**src/rtl/hamming_transmisor_serie.sv**
```systemverilog
`default_nettype none
// ============================================================================
// Module   : hamming_transmisor_serie
// Purpose  : Transmit side of a Hamming SECDED link. Accepts a 4-bit word on
//            a valid/ready handshake and encodes it into an 8-bit SECDED
//            codeword. The codeword is registered and then sent as a
//            UART-style frame: start bit (0), 8 codeword bits LSB first,
//            stop bit (1). Each serial bit lasts CICLOS_BIT clock cycles.
// Ports    : clk             - system clock, rising edge
//            rst_n           - synchronous active-low reset
//            dato_i[3:0]     - data word {w3,w2,w1,w0}, sampled on transfer
//            valido_i        - dato_i valid
//            mascara_error_i - error-injection mask (INYECCION_ERROR_EN only)
//            listo_o         - ready to accept a word (idle)
//            palabra_o[7:0]  - codeword of the last accepted word
//            serie_o         - serial line, idles high
//            activo_o        - high while a frame is on the line
//            fin_o           - one-cycle pulse after a frame completes
// Macro    : INYECCION_ERROR_EN - adds mascara_error_i; the registered and
//            transmitted codeword is XORed with the mask at transfer.
// Revision : 1.0 - initial release
// ============================================================================
module hamming_transmisor_serie #(
  parameter int CICLOS_BIT = 4
) (
  input  logic       clk,
  input  logic       rst_n,
  input  logic [3:0] dato_i,
  input  logic       valido_i,
`ifdef INYECCION_ERROR_EN
  input  logic [7:0] mascara_error_i,
`endif
  output logic       listo_o,
  output logic [7:0] palabra_o,
  output logic       serie_o,
  output logic       activo_o,
  output logic       fin_o
);

  localparam int              c_ANCHO_CNT = (CICLOS_BIT > 1) ? $clog2(CICLOS_BIT) : 1;
  localparam logic [c_ANCHO_CNT-1:0] c_ULTIMO = c_ANCHO_CNT'(CICLOS_BIT - 1);

  localparam logic [1:0] c_REPOSO = 2'd0;
  localparam logic [1:0] c_INICIO = 2'd1;
  localparam logic [1:0] c_DATOS  = 2'd2;
  localparam logic [1:0] c_PARADA = 2'd3;

  logic [1:0]             estado_q,  estado_d;
  logic [c_ANCHO_CNT-1:0] cnt_q,     cnt_d;
  logic [2:0]             indice_q,  indice_d;
  logic [7:0]             palabra_q, palabra_d;
  logic                   serie_q,   serie_d;
  logic                   activo_q,  activo_d;
  logic                   listo_q,   listo_d;
  logic                   fin_q,     fin_d;

  logic [6:0] w_base;
  logic [7:0] w_codigo;
  logic [7:0] w_mascara;
  logic       w_fin_bit;

  // Codeword layout: {p8, w3, w2, w1, p4, w0, p2, p1}; p8 is overall parity.
  assign w_base = {dato_i[3], dato_i[2], dato_i[1],
                   dato_i[1] ^ dato_i[2] ^ dato_i[3],
                   dato_i[0],
                   dato_i[0] ^ dato_i[2] ^ dato_i[3],
                   dato_i[0] ^ dato_i[1] ^ dato_i[3]};
  assign w_codigo = {^w_base, w_base};

`ifdef INYECCION_ERROR_EN
  assign w_mascara = mascara_error_i;
`else
  assign w_mascara = 8'h00;
`endif

  assign w_fin_bit = (cnt_q == c_ULTIMO);

  // State and datapath registers
  always_ff @(posedge clk) begin
    if (!rst_n) begin
      estado_q  <= c_REPOSO;
      cnt_q     <= '0;
      indice_q  <= 3'd0;
      palabra_q <= 8'h00;
      serie_q   <= 1'b1;
      activo_q  <= 1'b0;
      listo_q   <= 1'b1;
      fin_q     <= 1'b0;
    end else begin
      estado_q  <= estado_d;
      cnt_q     <= cnt_d;
      indice_q  <= indice_d;
      palabra_q <= palabra_d;
      serie_q   <= serie_d;
      activo_q  <= activo_d;
      listo_q   <= listo_d;
      fin_q     <= fin_d;
    end
  end

  // Next-state logic
  always_comb begin
    estado_d  = estado_q;
    cnt_d     = cnt_q;
    indice_d  = indice_q;
    palabra_d = palabra_q;

    // Bit-period divider runs in every non-idle state and wraps per bit.
    if (estado_q != c_REPOSO) begin
      cnt_d = w_fin_bit ? '0 : cnt_q + 1'b1;
    end

    case (estado_q)
      c_REPOSO: begin
        if (valido_i) begin
          estado_d  = c_INICIO;
          palabra_d = w_codigo ^ w_mascara;
          cnt_d     = '0;
          indice_d  = 3'd0;
        end
      end
      c_INICIO: begin
        if (w_fin_bit) begin
          estado_d = c_DATOS;
          indice_d = 3'd0;
        end
      end
      c_DATOS: begin
        if (w_fin_bit) begin
          if (indice_q == 3'd7) begin
            estado_d = c_PARADA;
          end
          // Natural 3-bit wrap leaves the index at 0 for the next frame.
          indice_d = indice_q + 3'd1;
        end
      end
      c_PARADA: begin
        if (w_fin_bit) begin
          estado_d = c_REPOSO;
        end
      end
      default: begin
        estado_d = c_REPOSO;
      end
    endcase
  end

  // Output logic: computed from the next state so every output is a flop.
  always_comb begin
    serie_d  = 1'b1;
    activo_d = (estado_d != c_REPOSO);
    listo_d  = (estado_d == c_REPOSO);
    fin_d    = (estado_q == c_PARADA) && (estado_d == c_REPOSO);
    case (estado_d)
      c_INICIO: serie_d = 1'b0;
      c_DATOS:  serie_d = palabra_d[indice_d];
      default:  serie_d = 1'b1;
    endcase
  end

  assign listo_o   = listo_q;
  assign palabra_o = palabra_q;
  assign serie_o   = serie_q;
  assign activo_o  = activo_q;
  assign fin_o     = fin_q;

endmodule
`default_nettype wire

```
**config.mk**
```make
export PLATFORM = sky130hd
export DESIGN_NAME = hamming_transmisor_serie
export DESIGN_NICKNAME = d
export VERILOG_FILES = /design/src/rtl/hamming_transmisor_serie.sv
export SDC_FILE = /design/constraint.sdc
export NUM_CORES = 1
export LEC_CHECK = 0
export CAP_MARGIN = 10
export CORE_MARGIN = 5
export CORE_UTILIZATION = 30
export CTS_BUF_LIST = sky130_fd_sc_hd__clkbuf_8 sky130_fd_sc_hd__clkbuf_16
export DETAILED_ROUTE_END_ITERATION = 8
export GPL_TIMING_DRIVEN = 0
export PLACE_DENSITY_LB_ADDON = 0.2
export RECOVER_POWER = 50
export SLEW_MARGIN = 0
export SYNTH_ARGS = -nofsm -noshare
export SYNTH_HDL_FRONTEND = slang
export SYNTH_SLANG_ARGS = --single-unit
```
**constraint.sdc**
```tcl
create_clock -name clk -period 3.3 [get_ports clk]
set_input_delay 0.495 -clock clk [delete_from_list [all_inputs] [get_ports clk]]
set_output_delay 0.495 -clock clk [all_outputs]
set_load 0.1 [all_outputs]
```
; ---- After elaboration in Yosys (flattened, before gate mapping)
; Cells that the tools add are included.
[totals]
register_bits = 19
latch_bits = 0
ram_bits = 0
rom_bits = 0
inputBits = 7
out_inout_bits = 12
word_cells = 49
mem_count = 0
[op_classes]
addsub = 2
multipliers = 0
div_mod_pow = 0
n_lt_le_gt_ge = 1
eq_ne = 7
shifts = 0
mux = 19
bitwise_logic = 6
reduce_logical = 6
[ops]
columns = operator, n
row1 = $mux 2, 9
row2 = $mux 8, 2
row3 = $mux 3, 3
row4 = $pmux 3 s3, 1
row5 = $eq 2x2->1 const B, 4
row6 = $pmux 2 s4, 1
row7 = $reduce_xor 7->1, 1
row8 = $xor 1x1->1, 6
row9 = $eq 2x1->1 const B, 2
row10 = $logic_not 2->1, 2
row11 = $lt 3x4->1 const B, 1
row12 = $reduce_bool 2->1, 2
row13 = $add 3x1->3 const B, 1
row14 = $bmux 1 s3, 1
row15 = $eq 3x3->1 const B, 1
row16 = $add 2x1->2 const B, 1
row17 = $pmux 1 s2, 1
row18 = $logic_and 1x1->1, 1
row19 = $mux 1, 1

; ---- Depth between registers and ports, before layout
[depth]
ltp_word = 8
depth_mapped = 9
ltp_nobuf = 8

; ---- Worst setup path after synthesis
; OpenSTA, ideal clock, no wires.
[synth_timing]
kind = register -> register
start = register cnt_q[0]
end = register serie_q, in the netlist serie_o
setup_time_ns = 0.078
arrival_ns = 2.325
t_required_ns = 3.222
slack_ns = 0.897
stages_incl_launch_ff = 10
path_buffers = 1
period_less_slack_ns = 2.403
cell_sequence = dfxtp_1 > ha_1 > buf_2 > inv_1 > ha_1 > inv_2 > mux4_2 > nor2b_1 > or4b_1 > a32oi_1
[synth_via]
elab_chain_cells = 6
elab_cells_between_ends = 13
classes_between = 3 x eq/ne / 10 x mux
[synth_rtl]
columns = element, line_no
row1 = start: declaration, 49  ; logic [c_ANCHO_CNT-1:0] cnt_q, cnt_d;
row2 = start signal: assignment, 91  ; cnt_q <= cnt_d;
row3 = $eq 2x2->1 (*), 76  ; assign w_fin_bit = (cnt_q == c_ULTIMO);
row4 = $mux 3 (on tied branches), "129, 123"
row5 = $pmux 3 s3, 113  ; case (estado_q)
row6 = $bmux 1 s3, 156  ; c_DATOS: serie_d = palabra_d[indice_d];
row7 = $mux 1 (not written as such), 156
row8 = $pmux 1 s2 (*), 154  ; case (estado_d)
row9 = end signal: assignment, 94  ; serie_q <= serie_d;
row10 = end: declaration, 52  ; logic serie_q, serie_d;
; Mark *: on every way between the ends. The rest lies on a longest branch, timed or not. The select of a mux whose other input is x is not followed.
; A chain may end at the register's enable or synchronous reset.

; ---- Final worst setup path
; Same ends and word-level chain as after synthesis.

==> metrics <==
Startpoint Class=flop; n_diodes=0; commonest non-fill, non-tap cell in the layout=dfxtp_1; slowest stage delay, CP=0.56 ns; Residual DRC=0; WP data required=3.48 ns; CP Cell Sequence=ha_1 > buf_2 > inv_1 > ha_1 > inv_2 > mux4_2 > mux2_1 > a221o_1 > a32oi_1; Mapped Nets=130; CTS Sinks=19; cell family with most CP delay=multiplexers; Area contributors post-synth=dfxtp_1 37%, a21boi_0 5.8%, nand2_1 5.8%; Setup violations, final=0; crit path buf inv count=3; hold slack=0.485 ns; via count=879; largest net degree at the start of global routing=11; routed length per instance=12.2 µm; Tightest Pin Transition=0.971 ns; Power Density=437 mW/mm²; slowest library cell on the worst path=mux4_2; core area=0.00334 mm²; Root Driver=clkbuf_8; CTS clk-pin slew, worst paths=0.07 ns; synthesis warning total=0; leading area contributor after synthesis=dfxtp_1; grt ovf=0; buffer depth of the longest clock path=2; DRT iter0 DRCs=37; post-synth top area share=36.9%; number of flops mapped to enable cells by yosys=0; initial antenna violation count=0; Site Rows=21; GRT Resource Usage Total=about 11%; R2R setup slack=slightly below 0.7 ns; P&R area growth vs syn=27.5%; Hold-fix buffers, CTS=0; CP Class=reg -> reg; Max Fclk=roughly 380 MHz; chip width=a little under 70 µm; Worst path most repeated cell=ha_1; hold path startpoint=palabra_o[3]; hold path depth=2; Slew Viols, Final=0; Final GP Congestion=between 0.7 and 0.8; Peak supply drop=186 µV; post-DP HPWL=1730 µm; post-cts sizing count=0; reg2reg path depth=9; fill count=375; post-place instance area=0.00127 mm²; total power=~570 µW; Skew-Pair Late Insertion Delay=0.26 ns; DIE HEIGHT=68.6 µm; post-synthesis cell count=119; flops & latches, synth=19; final hold viol count=0; Avg Synthesized Cell Area=8.65 µm²; final antenna-violating net count=0; Max H-tree Level=1; Cell variety after synth=38; worst hold endpoint=palabra_o[3]; mapped cell area=around 0.0010 mm²; status=finished clean; Max Cap Viol=0; RR Endpoint=serie_o; Final min period=2.61 ns; RSZ-0062 raised after global routing=no; sum of negative setup slack=0 ns; I/O pin cnt=19; clock skew=about 0.0023 ns; commonest cells after routing, fill and taps aside=19 x dfxtp_1, 16 x nand2_1, 16 x clkdlybuf4s50_1; Die Area=0.00470 mm²; CTS tree=yes; I/O Buffers=18; share of post-route cells with drive strength above 1=between 8 and 9%; crit end category=flop; Pleak=0.530 nW; post-synthesis sequential area ratio=36.9%; slew margin rel.=35.1%; NumNets Final=about 150; Tcrit/Tclk final=79.0%; vias per cell=about 4.7; Post-CTS Setup Bufs=0; Initial Utilization=30.9%; critical-path maximum fanout=10; Final Cell Area=0.00131 mm²; Post-Route WL=between 2000 and 2500 µm; worst hold-check path type=reg -> reg; CTS Buf Count=3; R2R Path Start=cnt_q[0]; Arr. time, crit path=2.79 ns; DR pass1 iterations=4; Top FF cell, synth=dfxtp_1; first-pass GRT wire length=3880 µm; vias in the first global route=roughly 900; Synth async-reset ratio=0%
==> sequential cells by signal (all words and copies together) (netlist names) <==
name / count
serie_o: 1
indice_q: 3
activo_o: 1
cnt_q: 2
estado_q: 2
fin_o: 1
palabra_o: 8
listo_o: 1
==> how the worst max path moves through the flow <==
stage | startpoint | to | slack, ns | cells after the start
final | cnt_q[0] | serie_o | 0.69 | 9
after CTS | cnt_q[0] | serie_o | 0.65 | 9
after floorplan | cnt_q[0] | serie_o | 0.90 | 9
after global placement | valido_i | serie_o | 0.50 | 6
after global routing | cnt_q[0] | serie_o | 0.54 | 9
after detailed placement | valido_i | serie_o | 0.50 | 6
==> power by group <==
part | switching, mW | total (mW) | internal, mW | leakage, nW
logic | 0.116 | 0.165 | 0.0485 | 0.348
registers | 0.00710 | 0.249 | 0.242 | 0.156
clock network | 0.0772 | 0.160 | 0.0828 | 0.0269
total | 0.201 | 0.574 | 0.374 | 0.530
==> worst reg2reg max path, delay by kind of cell, from the launching register on <==
kind,cells,cell delay (ns)
buffers and inverters,3,0.30
adders and majority gates,2,0.43
DFF,1,0.36
AOI/OAI and AO/OA,2,0.54
muxes,2,0.92
==> metal layers <==
| metal | share of wire, % | GRT usage, % | vias to the layer above |
|---|---|---|---|
| met1 | 48 | 13.8 | 412 |
| met3 | 4.2 | 3.73 | 2 |
| met5 | 0 | 0 | - |
| li1 | - | - | 450 |
| met4 | 0.26 | 2.23 | 0 |
| met2 | 48 | 18.4 | 15 |
==> kinds of logic after synthesis <==
family	count (synthesis)	share of synthesized area, %
DFF	19	36.9
adders and majority gates	4	4.86
AOI/OAI and AO/OA	26	18.1
buffers and inverters	14	5.47
and+or+nand+nor	45	23.2
muxes	5	6.32
xor gates and xnor gates	6	5.10
==> layout make-up <==
| type | count | area, µm² | area share [%] |
|---|---|---|---|
| plain buffers | 7 | 30.0 | 2.29 |
| clock buffers | 3 | 41.3 | 3.15 |
| well taps | 46 | 57.6 | 4.39 |
| multi-input cells | 86 | 593 | 45.2 |
| flip-flops and latches | 19 | 380 | 29.0 |
| repair buffers | 18 | 180 | 13.7 |
| clock inverters | 1 | 3.75 | 0.286 |
| inverters | 7 | 26.3 | 2.00 |
==> cells in the mapped netlist, types with 2 or more instances <==
library cell and count:
a21boi_0 8, nand2b_1 2, a21oi_1 3, and2_2 2
buf_2 3, ha_1 4, nand2_1 16, and2_1 2
nor3_1 3, a32oi_1 2, xnor2_1 2, o21a_1 2
mux2i_1 2, nor2_1 5, o21ai_0 5, xor2_1 4
nor2b_1 7, dfxtp_1 19, inv_1 6, clkbuf_1 4
==> through the flow <==
step	instances	setup WS [ns]	util, %
3_5_place_dp	183	0.504	38.0
4_1_cts	187	0.647	39.3
5_1_grt	187	0.544	39.3
6_report	187	0.692	39.3
3_3_place_gp	183	0.503	38.0
2_1_floorplan	119	0.897	-
(Power assumes the default switching activity.)
